### src/rtl/oled_init_sequencer_if.sv
// SPI shifter handshake and pixel-source stream bundled for the OLED init sequencer.
// The master side is the sequencer; the slave side is the shifter plus pixel source.
interface oled_init_sequencer_if;
  logic       spi_load;
  logic [7:0] spi_byte;
  logic       spi_done;
  logic       oled_dc;
  logic [7:0] pix_data;
  logic       pix_valid;
  logic       pix_ready;

  modport master (
    output spi_load, spi_byte, oled_dc, pix_ready,
    input  spi_done, pix_data, pix_valid
  );

  modport slave (
    input  spi_load, spi_byte, oled_dc, pix_ready,
    output spi_done, pix_data, pix_valid
  );
endinterface

### src/rtl/oled_init_sequencer.sv
// SSD1306 power-up / init sequencer feeding the SPI byte shifter.
// Brings up VDD, pulses panel reset, sends the fixed command list around the VBAT
// enable, then streams display bytes from the pixel source. All bytes share one
// load/done handshake engine.
module oled_init_sequencer #(
  parameter int PWR_DELAY  = 100_000,
  parameter int RST_CYCLES = 100_000,
  parameter int VBAT_DELAY = 10_000_000
) (
  input  logic                  clock,
  input  logic                  reset,
  oled_init_sequencer_if.master bus,
  output logic                  oled_res,
  output logic                  oled_vdd_n,
  output logic                  oled_vbat_n,
  output logic                  init_done
);

  localparam int CNT_W = $clog2(VBAT_DELAY + 1);
  localparam logic [CNT_W-1:0] PWR_LAST  = CNT_W'(PWR_DELAY - 1);
  localparam logic [CNT_W-1:0] RST_LAST  = CNT_W'(RST_CYCLES - 1);
  localparam logic [CNT_W-1:0] VBAT_LAST = CNT_W'(VBAT_DELAY - 1);

  // Last ROM index of each command group.
  localparam logic [3:0] IDX_A_LAST = 4'd0;
  localparam logic [3:0] IDX_B_LAST = 4'd4;
  localparam logic [3:0] IDX_C_LAST = 4'd11;

  typedef enum logic [2:0] {
    ST_PWR_UP, ST_CMD_A, ST_RST_LO, ST_RST_HI,
    ST_CMD_B, ST_VBAT, ST_CMD_C, ST_STREAM
  } state_t;

  typedef enum logic [1:0] {
    SND_IDLE, SND_LOAD, SND_RELEASE
  } snd_t;

  state_t           state_q;
  snd_t             snd_q;
  logic [CNT_W-1:0] cnt_q;
  logic [3:0]       rom_idx_q;
  logic             done_s1_q, done_s2_q;
  logic             spi_load_q, oled_dc_q, pix_ready_q;
  logic [7:0]       spi_byte_q;
  logic             res_q, vdd_n_q, vbat_n_q, init_done_q;

  logic             done_sync;
  logic             cmd_state;
  logic [3:0]       cmd_last;
  state_t           cmd_next;
  logic [7:0]       rom_byte;

  assign done_sync = done_s2_q;

  // Fixed init command list, indexed in transmit order.
  always_comb begin
    rom_byte = 8'h00;
    case (rom_idx_q)
      4'd0:    rom_byte = 8'hAE;
      4'd1:    rom_byte = 8'h8D;
      4'd2:    rom_byte = 8'h14;
      4'd3:    rom_byte = 8'hD9;
      4'd4:    rom_byte = 8'hF1;
      4'd5:    rom_byte = 8'h81;
      4'd6:    rom_byte = 8'h0F;
      4'd7:    rom_byte = 8'hA0;
      4'd8:    rom_byte = 8'hC0;
      4'd9:    rom_byte = 8'hDA;
      4'd10:   rom_byte = 8'h00;
      4'd11:   rom_byte = 8'hAF;
      default: rom_byte = 8'h00;
    endcase
  end

  // Where the current command group ends and which state follows it.
  always_comb begin
    cmd_state = 1'b0;
    cmd_last  = IDX_A_LAST;
    cmd_next  = ST_RST_LO;
    case (state_q)
      ST_CMD_A: begin cmd_state = 1'b1; cmd_last = IDX_A_LAST; cmd_next = ST_RST_LO; end
      ST_CMD_B: begin cmd_state = 1'b1; cmd_last = IDX_B_LAST; cmd_next = ST_VBAT;   end
      ST_CMD_C: begin cmd_state = 1'b1; cmd_last = IDX_C_LAST; cmd_next = ST_STREAM; end
      default:  ;
    endcase
  end

  // Two-flop synchroniser for the shifter's done flag.
  always_ff @(posedge clock or negedge reset) begin
    if (!reset) begin
      done_s1_q <= 1'b0;
      done_s2_q <= 1'b0;
    end else begin
      done_s1_q <= bus.spi_done;
      done_s2_q <= done_s1_q;
    end
  end

  // Main sequencer, delay counter and byte-send handshake with registered outputs.
  // Rail and reset pins are decoded from the state one cycle late so each pin
  // changes exactly when its state has been in effect for one full cycle.
  always_ff @(posedge clock or negedge reset) begin
    if (!reset) begin
      state_q     <= ST_PWR_UP;
      snd_q       <= SND_IDLE;
      cnt_q       <= '0;
      rom_idx_q   <= 4'd0;
      spi_load_q  <= 1'b0;
      spi_byte_q  <= 8'h00;
      oled_dc_q   <= 1'b0;
      pix_ready_q <= 1'b0;
      res_q       <= 1'b1;
      vdd_n_q     <= 1'b1;
      vbat_n_q    <= 1'b1;
      init_done_q <= 1'b0;
    end else begin
      pix_ready_q <= 1'b0;
      vdd_n_q     <= 1'b0;
      vbat_n_q    <= !(state_q == ST_VBAT || state_q == ST_CMD_C || state_q == ST_STREAM);
      res_q       <= (state_q != ST_RST_LO);

      // Timed waits: exactly N cycles in the state.
      case (state_q)
        ST_PWR_UP: begin
          if (cnt_q == PWR_LAST) begin state_q <= ST_CMD_A; cnt_q <= '0; end
          else cnt_q <= cnt_q + 1'b1;
        end
        ST_RST_LO: begin
          if (cnt_q == RST_LAST) begin state_q <= ST_RST_HI; cnt_q <= '0; end
          else cnt_q <= cnt_q + 1'b1;
        end
        ST_RST_HI: begin
          if (cnt_q == RST_LAST) begin state_q <= ST_CMD_B; cnt_q <= '0; end
          else cnt_q <= cnt_q + 1'b1;
        end
        ST_VBAT: begin
          if (cnt_q == VBAT_LAST) begin state_q <= ST_CMD_C; cnt_q <= '0; end
          else cnt_q <= cnt_q + 1'b1;
        end
        default: ;
      endcase

      // Byte handshake; a stale done keeps IDLE from loading until it drops.
      case (snd_q)
        SND_IDLE: begin
          if (!done_sync) begin
            if (cmd_state) begin
              spi_byte_q <= rom_byte;
              oled_dc_q  <= 1'b0;
              spi_load_q <= 1'b1;
              snd_q      <= SND_LOAD;
            end else if (state_q == ST_STREAM && bus.pix_valid) begin
              spi_byte_q  <= bus.pix_data;
              oled_dc_q   <= 1'b1;
              spi_load_q  <= 1'b1;
              pix_ready_q <= 1'b1;
              snd_q       <= SND_LOAD;
            end
          end
        end
        SND_LOAD: begin
          if (done_sync) begin
            spi_load_q <= 1'b0;
            snd_q      <= SND_RELEASE;
          end
        end
        SND_RELEASE: begin
          if (!done_sync) begin
            snd_q <= SND_IDLE;
            if (cmd_state) begin
              rom_idx_q <= rom_idx_q + 4'd1;
              if (rom_idx_q == cmd_last) begin
                state_q <= cmd_next;
                cnt_q   <= '0;
                if (state_q == ST_CMD_C) init_done_q <= 1'b1;
              end
            end
          end
        end
        default: snd_q <= SND_IDLE;
      endcase
    end
  end

  assign bus.spi_load  = spi_load_q;
  assign bus.spi_byte  = spi_byte_q;
  assign bus.oled_dc   = oled_dc_q;
  assign bus.pix_ready = pix_ready_q;
  assign oled_res      = res_q;
  assign oled_vdd_n    = vdd_n_q;
  assign oled_vbat_n   = vbat_n_q;
  assign init_done     = init_done_q;

endmodule

### src/flat_wrapper.sv
// flat-port wrapper written by rule: the top's interface ports become plain ports
module oled_init_sequencer_flat 
#(
  parameter int PWR_DELAY  = 100_000,
  parameter int RST_CYCLES = 100_000,
  parameter int VBAT_DELAY = 10_000_000
)
  (clock, reset, oled_res, oled_vdd_n, oled_vbat_n, init_done, bus_spi_load, bus_spi_byte, bus_oled_dc, bus_pix_ready, bus_spi_done, bus_pix_data, bus_pix_valid);
  oled_init_sequencer_if bus_i ();
  input  logic clock;
  input  logic reset;
  output logic oled_res;
  output logic oled_vdd_n;
  output logic oled_vbat_n;
  output logic init_done;
  output wire logic [$bits(bus_i.spi_load)-1:0] bus_spi_load;
  output wire logic [$bits(bus_i.spi_byte)-1:0] bus_spi_byte;
  output wire logic [$bits(bus_i.oled_dc)-1:0] bus_oled_dc;
  output wire logic [$bits(bus_i.pix_ready)-1:0] bus_pix_ready;
  input wire logic [$bits(bus_i.spi_done)-1:0] bus_spi_done;
  input wire logic [$bits(bus_i.pix_data)-1:0] bus_pix_data;
  input wire logic [$bits(bus_i.pix_valid)-1:0] bus_pix_valid;
  assign bus_spi_load = bus_i.spi_load;
  assign bus_spi_byte = bus_i.spi_byte;
  assign bus_oled_dc = bus_i.oled_dc;
  assign bus_pix_ready = bus_i.pix_ready;
  assign bus_i.spi_done = bus_spi_done;
  assign bus_i.pix_data = bus_pix_data;
  assign bus_i.pix_valid = bus_pix_valid;
  oled_init_sequencer #(.PWR_DELAY(PWR_DELAY), .RST_CYCLES(RST_CYCLES), .VBAT_DELAY(VBAT_DELAY)) u_core (.clock(clock), .reset(reset), .bus(bus_i), .oled_res(oled_res), .oled_vdd_n(oled_vdd_n), .oled_vbat_n(oled_vbat_n), .init_done(init_done));
endmodule
### config.mk
export PLATFORM = sky130hd
export DESIGN_NAME = oled_init_sequencer_flat
export DESIGN_NICKNAME = d
export VERILOG_FILES = /design/src/rtl/oled_init_sequencer_if.sv /design/src/rtl/oled_init_sequencer.sv /design/src/flat_wrapper.sv
export SDC_FILE = /design/constraint.sdc
export NUM_CORES = 1
export LEC_CHECK = 0
export BUFFER_PORTS_ARGS = -buffer_cell sky130_fd_sc_hd__clkbuf_2
export CORE_UTILIZATION = 64
export DETAILED_ROUTE_END_ITERATION = 10
export PLACE_DENSITY = 0.82
export SLEW_MARGIN = 0
export SYNTH_ARGS = -nofsm -noshare
export SYNTH_HDL_FRONTEND = slang
export SYNTH_SLANG_ARGS = --single-unit
### constraint.sdc
create_clock -name clock -period 4.9 [get_ports clock]
set_clock_uncertainty 0.1 [all_clocks]
set_input_delay 0.735 -clock clock [delete_from_list [all_inputs] [get_ports clock]]
set_output_delay 0.735 -clock clock [all_outputs]
set_load 0.005 [all_outputs]
-- Word level (Yosys, flattened, before mapping)
Memory sizes are Yosys's and may differ from the RTL's.
Cells that the tools add are included.
- register bits after elaboration: 50
- memory bits (read-only): 128
- input port bits: 12
- output and inout port bits: 15
- logic and storage cells: 87
- memories: 1
- memory list (name ; depth ; bits a word ; rd ports ; clocked after memory_dff ; wr ports ; line ; RTL):
    (no name shown) ; 16 ; 8 ; 1 ; 0 ; 0 ; oled_init_sequencer.sv:58 ; case (rom_idx_q)
- $add $sub $neg: 2
- eq/ne operators: 17
- multiplexer cells: 37
- bitwise logic cells: 1
- reduce and logical (&&, ||, !) cells: 15
- operators by type and width (cell ; count):
    $mux W24 ; 6
    $pmux W24 S2 ; 1
    $add A24 B1 Y24 const B ; 1
    $eq A24 B17 Y1 const B ; 1
    $eq A24 B24 Y1 const B ; 1
    $mux W3 ; 8
    $mux W8 ; 2
    $eq A3 B3 Y1 const B ; 4
    $pmux W3 S4 ; 1
    $mux W1 ; 10
    $mux W2 ; 5
    $pmux W4 S2 ; 1
    $reduce_and A4 Y1 ; 2
    $eq A3 B2 Y1 const B ; 2
    $pmux W2 S3 ; 1
    $pmux W3 S2 ; 1
    $reduce_and A3 Y1 ; 2
    $reduce_or A3 Y1 ; 2
    $reduce_and A5 Y1 ; 1
    $add A4 B1 Y4 const B ; 1
    $eq A4 B4 Y1 ; 1
    $ne A2 B2 Y1 const B ; 2
    $reduce_bool A2 Y1 ; 2
    $eq A3 B1 Y1 const B ; 1
    other kinds (12) ; 13

-- Depth between registers and ports, before layout
- word-level depth: 7
- gate-level depth with buffers: 10
- gate-level depth less buffers: 7

-- Worst setup path after synthesis
No wires, ideal clock.
- path kind: register to register
- from: reg u_core.cnt_q[0]
- to: reg u_core.cnt_q[4]
- library setup time: 0.077 ns
- data arrival time: 2.085 ns
- required time: 4.723 ns
- setup slack: 2.637 ns
- stages on the path, launching flop included: 11
- buffers on the path: 4
- clock period less this slack: 2.263 ns
- cell sequence: dfrtp_1 -> ha_1 -> and3_1 -> clkbuf_1 -> and4_1 -> clkbuf_1 -> a21oi_1 -> buf_2 -> clkbuf_1 -> o21ai_0 -> a21oi_1
- word-level cells in the longest chain between the ends: 7
- elaborated cells on any way between the ends: 10
- those cells by class: add/sub (1); eq/ne (2); mux (7)
- ends and longest elaborated chain (element ; line ; RTL):
    start: declaration ; oled_init_sequencer.sv:40 ; logic [CNT_W-1:0] cnt_q;
    start signal: assignment ; oled_init_sequencer.sv:126 ; else cnt_q <= cnt_q + 1'b1;
    start signal: assignment ; oled_init_sequencer.sv:130 ; else cnt_q <= cnt_q + 1'b1;
    start signal: assignment ; oled_init_sequencer.sv:134 ; else cnt_q <= cnt_q + 1'b1;
    $add A24 B1 Y24, or another cell as far along ; - ;
    $mux W24, on equally long branches ; - ;
    $pmux W24 S2 * ; oled_init_sequencer.sv:123 ; case (state_q)
    $mux W24 ; oled_init_sequencer.sv:172 ; if (rom_idx_q == cmd_last) begin
    $mux W24 ; oled_init_sequencer.sv:170 ; if (cmd_state) begin
    $mux W24 ; oled_init_sequencer.sv:168 ; if (!done_sync) begin
    $mux W24 * ; oled_init_sequencer.sv:144 ; case (snd_q)
Every way passes the cells marked *; elsewhere a longest branch is shown, timed or not.
A chain may end at the register's enable or synchronous reset.

-- Worst setup path after layout
- from: reg u_core.cnt_q[0]
- to: reg u_core.cnt_q[5]
Same word-level chain as after synthesis.

==> run metrics <==
status=finished with violations; failing checks=DRC; fraction of layout cells with a size suffix above 1=13.5%; commonest non-fill, non-tap cell in the layout=nand2_1; switch share=21.4%; met1 GRT Util=40.9%; Power Density=224 nW/um2; ys async rst share=100%; RSZ-0062 raised after global routing=no; Nets=381; Resize count post-CTS=0; Crit path largest cell delay=950 ps; critical path's slowest cell=a21oi_2; CTS tree=yes; Leakage Power=1.43 nW; Comb pwr share=2.1%; met3 Track Usage GR=6.06%; total power=0.727 mW; DP Area=3130 um2; type of destination of the critical path=flip-flop; number of setup violations in the final report=0; Root Buffer=clkbuf_8; Die Span X=70.5 um; worst min-delay path category=reg -> reg; Worst Setup Start Kind=flip-flop; setup TNS=0 ps; NetSw=0.156 mW; wire per inst=16.9 um; Post-synth EDFFs=0; CTS Hold Bufs=0; CTS Sinks=50; post-route cell area=3250 um2; fmax=324 MHz; GRT Overall Usage=30.2%; max-cap violations=0; io pins=27; slew margin rel.=21.2%; worst-margin pin slew=1180 ps; CTS max path bufs=2; Synth cell types=53; post-route ant nets=0; internal power=0.572 mW; layer with the highest usage=met2; Worst Hold Slack=263 ps; synth warn=0; Most used DFF post-synth=dfrtp_1; drt drc=6; Multi-input gate area=1640 um2; Initial DRT Pass Iterations=8; fin crit period=3080 ps; DIE HEIGHT=70.5 um; Final Max Tran Viols=0; CTS buffer count=5; Setup CP Type=reg -> reg; commonest cells after routing, fill and taps aside=nand2_1, dfrtp_1, o21ai_0; xor/xnor cell area share of the yosys netlist=1.46%; largest net degree at the start of global routing=51; delay-heaviest family, CP=compound AO/OA/AOI/OAI gates; Via density=6.53; initial antenna violation count=0; sequential share of the synthesized area=41.8%; adder-cell share of the synthesized area=2.92%; main combinational cell family by area after synthesis=simple AND/OR/NAND/NOR gates; HPWL Detailed=4760 um; complex-gate fraction of the synthesized area=22.5%; CTS H-tree lvls=2; initial DRC count=278; syn nets=367; part of the cycle the worst path needs=62.9%; Rows=24; number of global-route vias before repair=2,563; Synth-to-Final Area Change=8.08%; first-pass GRT wire length=11,800 um; mux contribution to synthesized area=2.04%; Final Hold Vio Count=0; Worst-path clk slew=100 ps; CP bufs+invs=0; setup bufs post-CTS=0; DRT Wirelength=7010 um; met2 usage=48.2%; vias=2,712; Worst IR Drop VDD=164 uV; Initial Utilization=67.6%; n_diodes=0; CORE AREA=4440 um2; CP arrival=3200 ps; IO buf count=26; Sequential Area=1250 um2; top cells by area, synth=dfrtp_1, nand2_1, o21ai_0; cell count after synthesis=348; share of the synthesized area in the top cell type=39.2%; grt ovf=0; worst path required time=5020 ps; Inst Count DP=407; syn_area_per_cell=8.63 um2; critical path, cell by cell=ha_1, and3_1, and4_1, a21oi_2, nor2_1, o211ai_1; GPL Wtd Cong=0.931; clock group share of total power=40.8%; Post-Synth Simple-Gate Area=25.2%; sequential power share=57.1%; post-synth top area cell=dfrtp_1; CP max FO=29; Filler cells=329; FF+latch count, synth=50; final cell count without fillers=415; Syn Std Cell Area=3000 um2; worst skew pair latency=310 ps; DIE AREA=4970 um2
-- layer usage --
layer	wire length, um	part of all wire [%]
met4	85	1.2
met2	3260	47
met3	457	6.5
met1	3200	46
met5	0	0
-- synth_stat cells (2+ instances only) --
master / number
buf_2: 7
nand2_1: 59
nor3_1: 6
o21ai_0: 28
nand3_1: 18
or3_1: 3
a21o_1: 2
nor4_1: 6
o21bai_1: 4
nor2_1: 17
and3_1: 4
mux2i_1: 5
and4_1: 4
o221ai_1: 7
nor2b_1: 2
dfstp_2: 3
or4_1: 3
o31a_1: 5
nand2b_1: 8
a21oi_1: 18
ha_1: 7
o22ai_1: 8
nand4_1: 5
and2_1: 5
o32ai_1: 2
o211ai_1: 9
xnor2_1: 4
dfrtp_1: 47
a21boi_0: 4
inv_1: 9
nand3b_1: 2
a22oi_1: 2
clkbuf_1: 13
nor3b_1: 3
-- layout make-up --
cell class              count  area share (%)
clock buffers               5            2.12
clock inverters             3            1.35
inverters                   9            1.04
multi-input cells         268            50.4
flip-flops and latches     50            38.7
well taps                  52            2.00
repair buffers             28            4.47
-- path summary, 6_finish.rpt --
check                                           start                                 end  slack, ps  cells after the start
hold reg to reg            u_core.done_s1_q$_DFF_PN0_          u_core.done_s2_q$_DFF_PN0_        260                      0
min in group asynchronous                       reset     u_core.rom_idx_q[3]$_DFFE_PN0P_        420                      2
setup reg to reg            u_core.cnt_q[0]$_DFF_PN0_           u_core.cnt_q[5]$_DFF_PN0_       1820                      6
setup / recovery            u_core.cnt_q[0]$_DFF_PN0_           u_core.cnt_q[5]$_DFF_PN0_       1820                      6
max in group asynchronous                       reset  u_core.bus.spi_byte[7]$_DFFE_PN0P_       3870                      2
hold / removal             u_core.done_s1_q$_DFF_PN0_          u_core.done_s2_q$_DFF_PN0_        260                      0
-- logic make-up after synthesis --
group | count (synthesis)
buffers and inverters | 30
other | 1
AOI/OAI and AO/OA | 99
xor gates and xnor gates | 5
and+or+nand+nor | 150
muxes | 6
DFF | 50
adders and majority gates | 7
-- registers in the layout, summed over array words and instances, names as in the netlist --
| name | flops |
|---|---|
| u_core.oled_vbat_n | 1 |
| u_core.done_s1_q | 1 |
| u_core.rom_idx_q | 4 |
| u_core.bus.spi_load | 1 |
| u_core.init_done | 1 |
| u_core.bus.spi_byte | 8 |
| u_core.oled_res | 1 |
| u_core.state_q | 3 |
| u_core.done_s2_q | 1 |
| u_core.oled_vdd_n | 1 |
| u_core.cnt_q | 24 |
| u_core.snd_q | 2 |
| u_core.bus.oled_dc | 1 |
| u_core.bus.pix_ready | 1 |
-- power by group through the flow --
| stage | registers [mW] | clock network, mW | logic [mW] |
|---|---|---|---|
| after floorplan | 0.423 | 0 | 0.00182 |
| after global placement | 0.423 | 0 | 0.0156 |
| after detailed placement | 0.423 | 0 | 0.0157 |
| after CTS | 0.415 | 0.301 | 0.0158 |
| after global routing | 0.415 | 0.314 | 0.0179 |
| final | 0.415 | 0.297 | 0.0153 |
-- metrics by stage --
step,worst slack [ps],utilization [%]
after detailed placement,1890,70.5
final,1820,73.1
after global routing,1590,73.1
after floorplan,2640,-
after CTS,1860,73.1
after global placement,2070,70.5
Power figures use the tool's default switching activity.
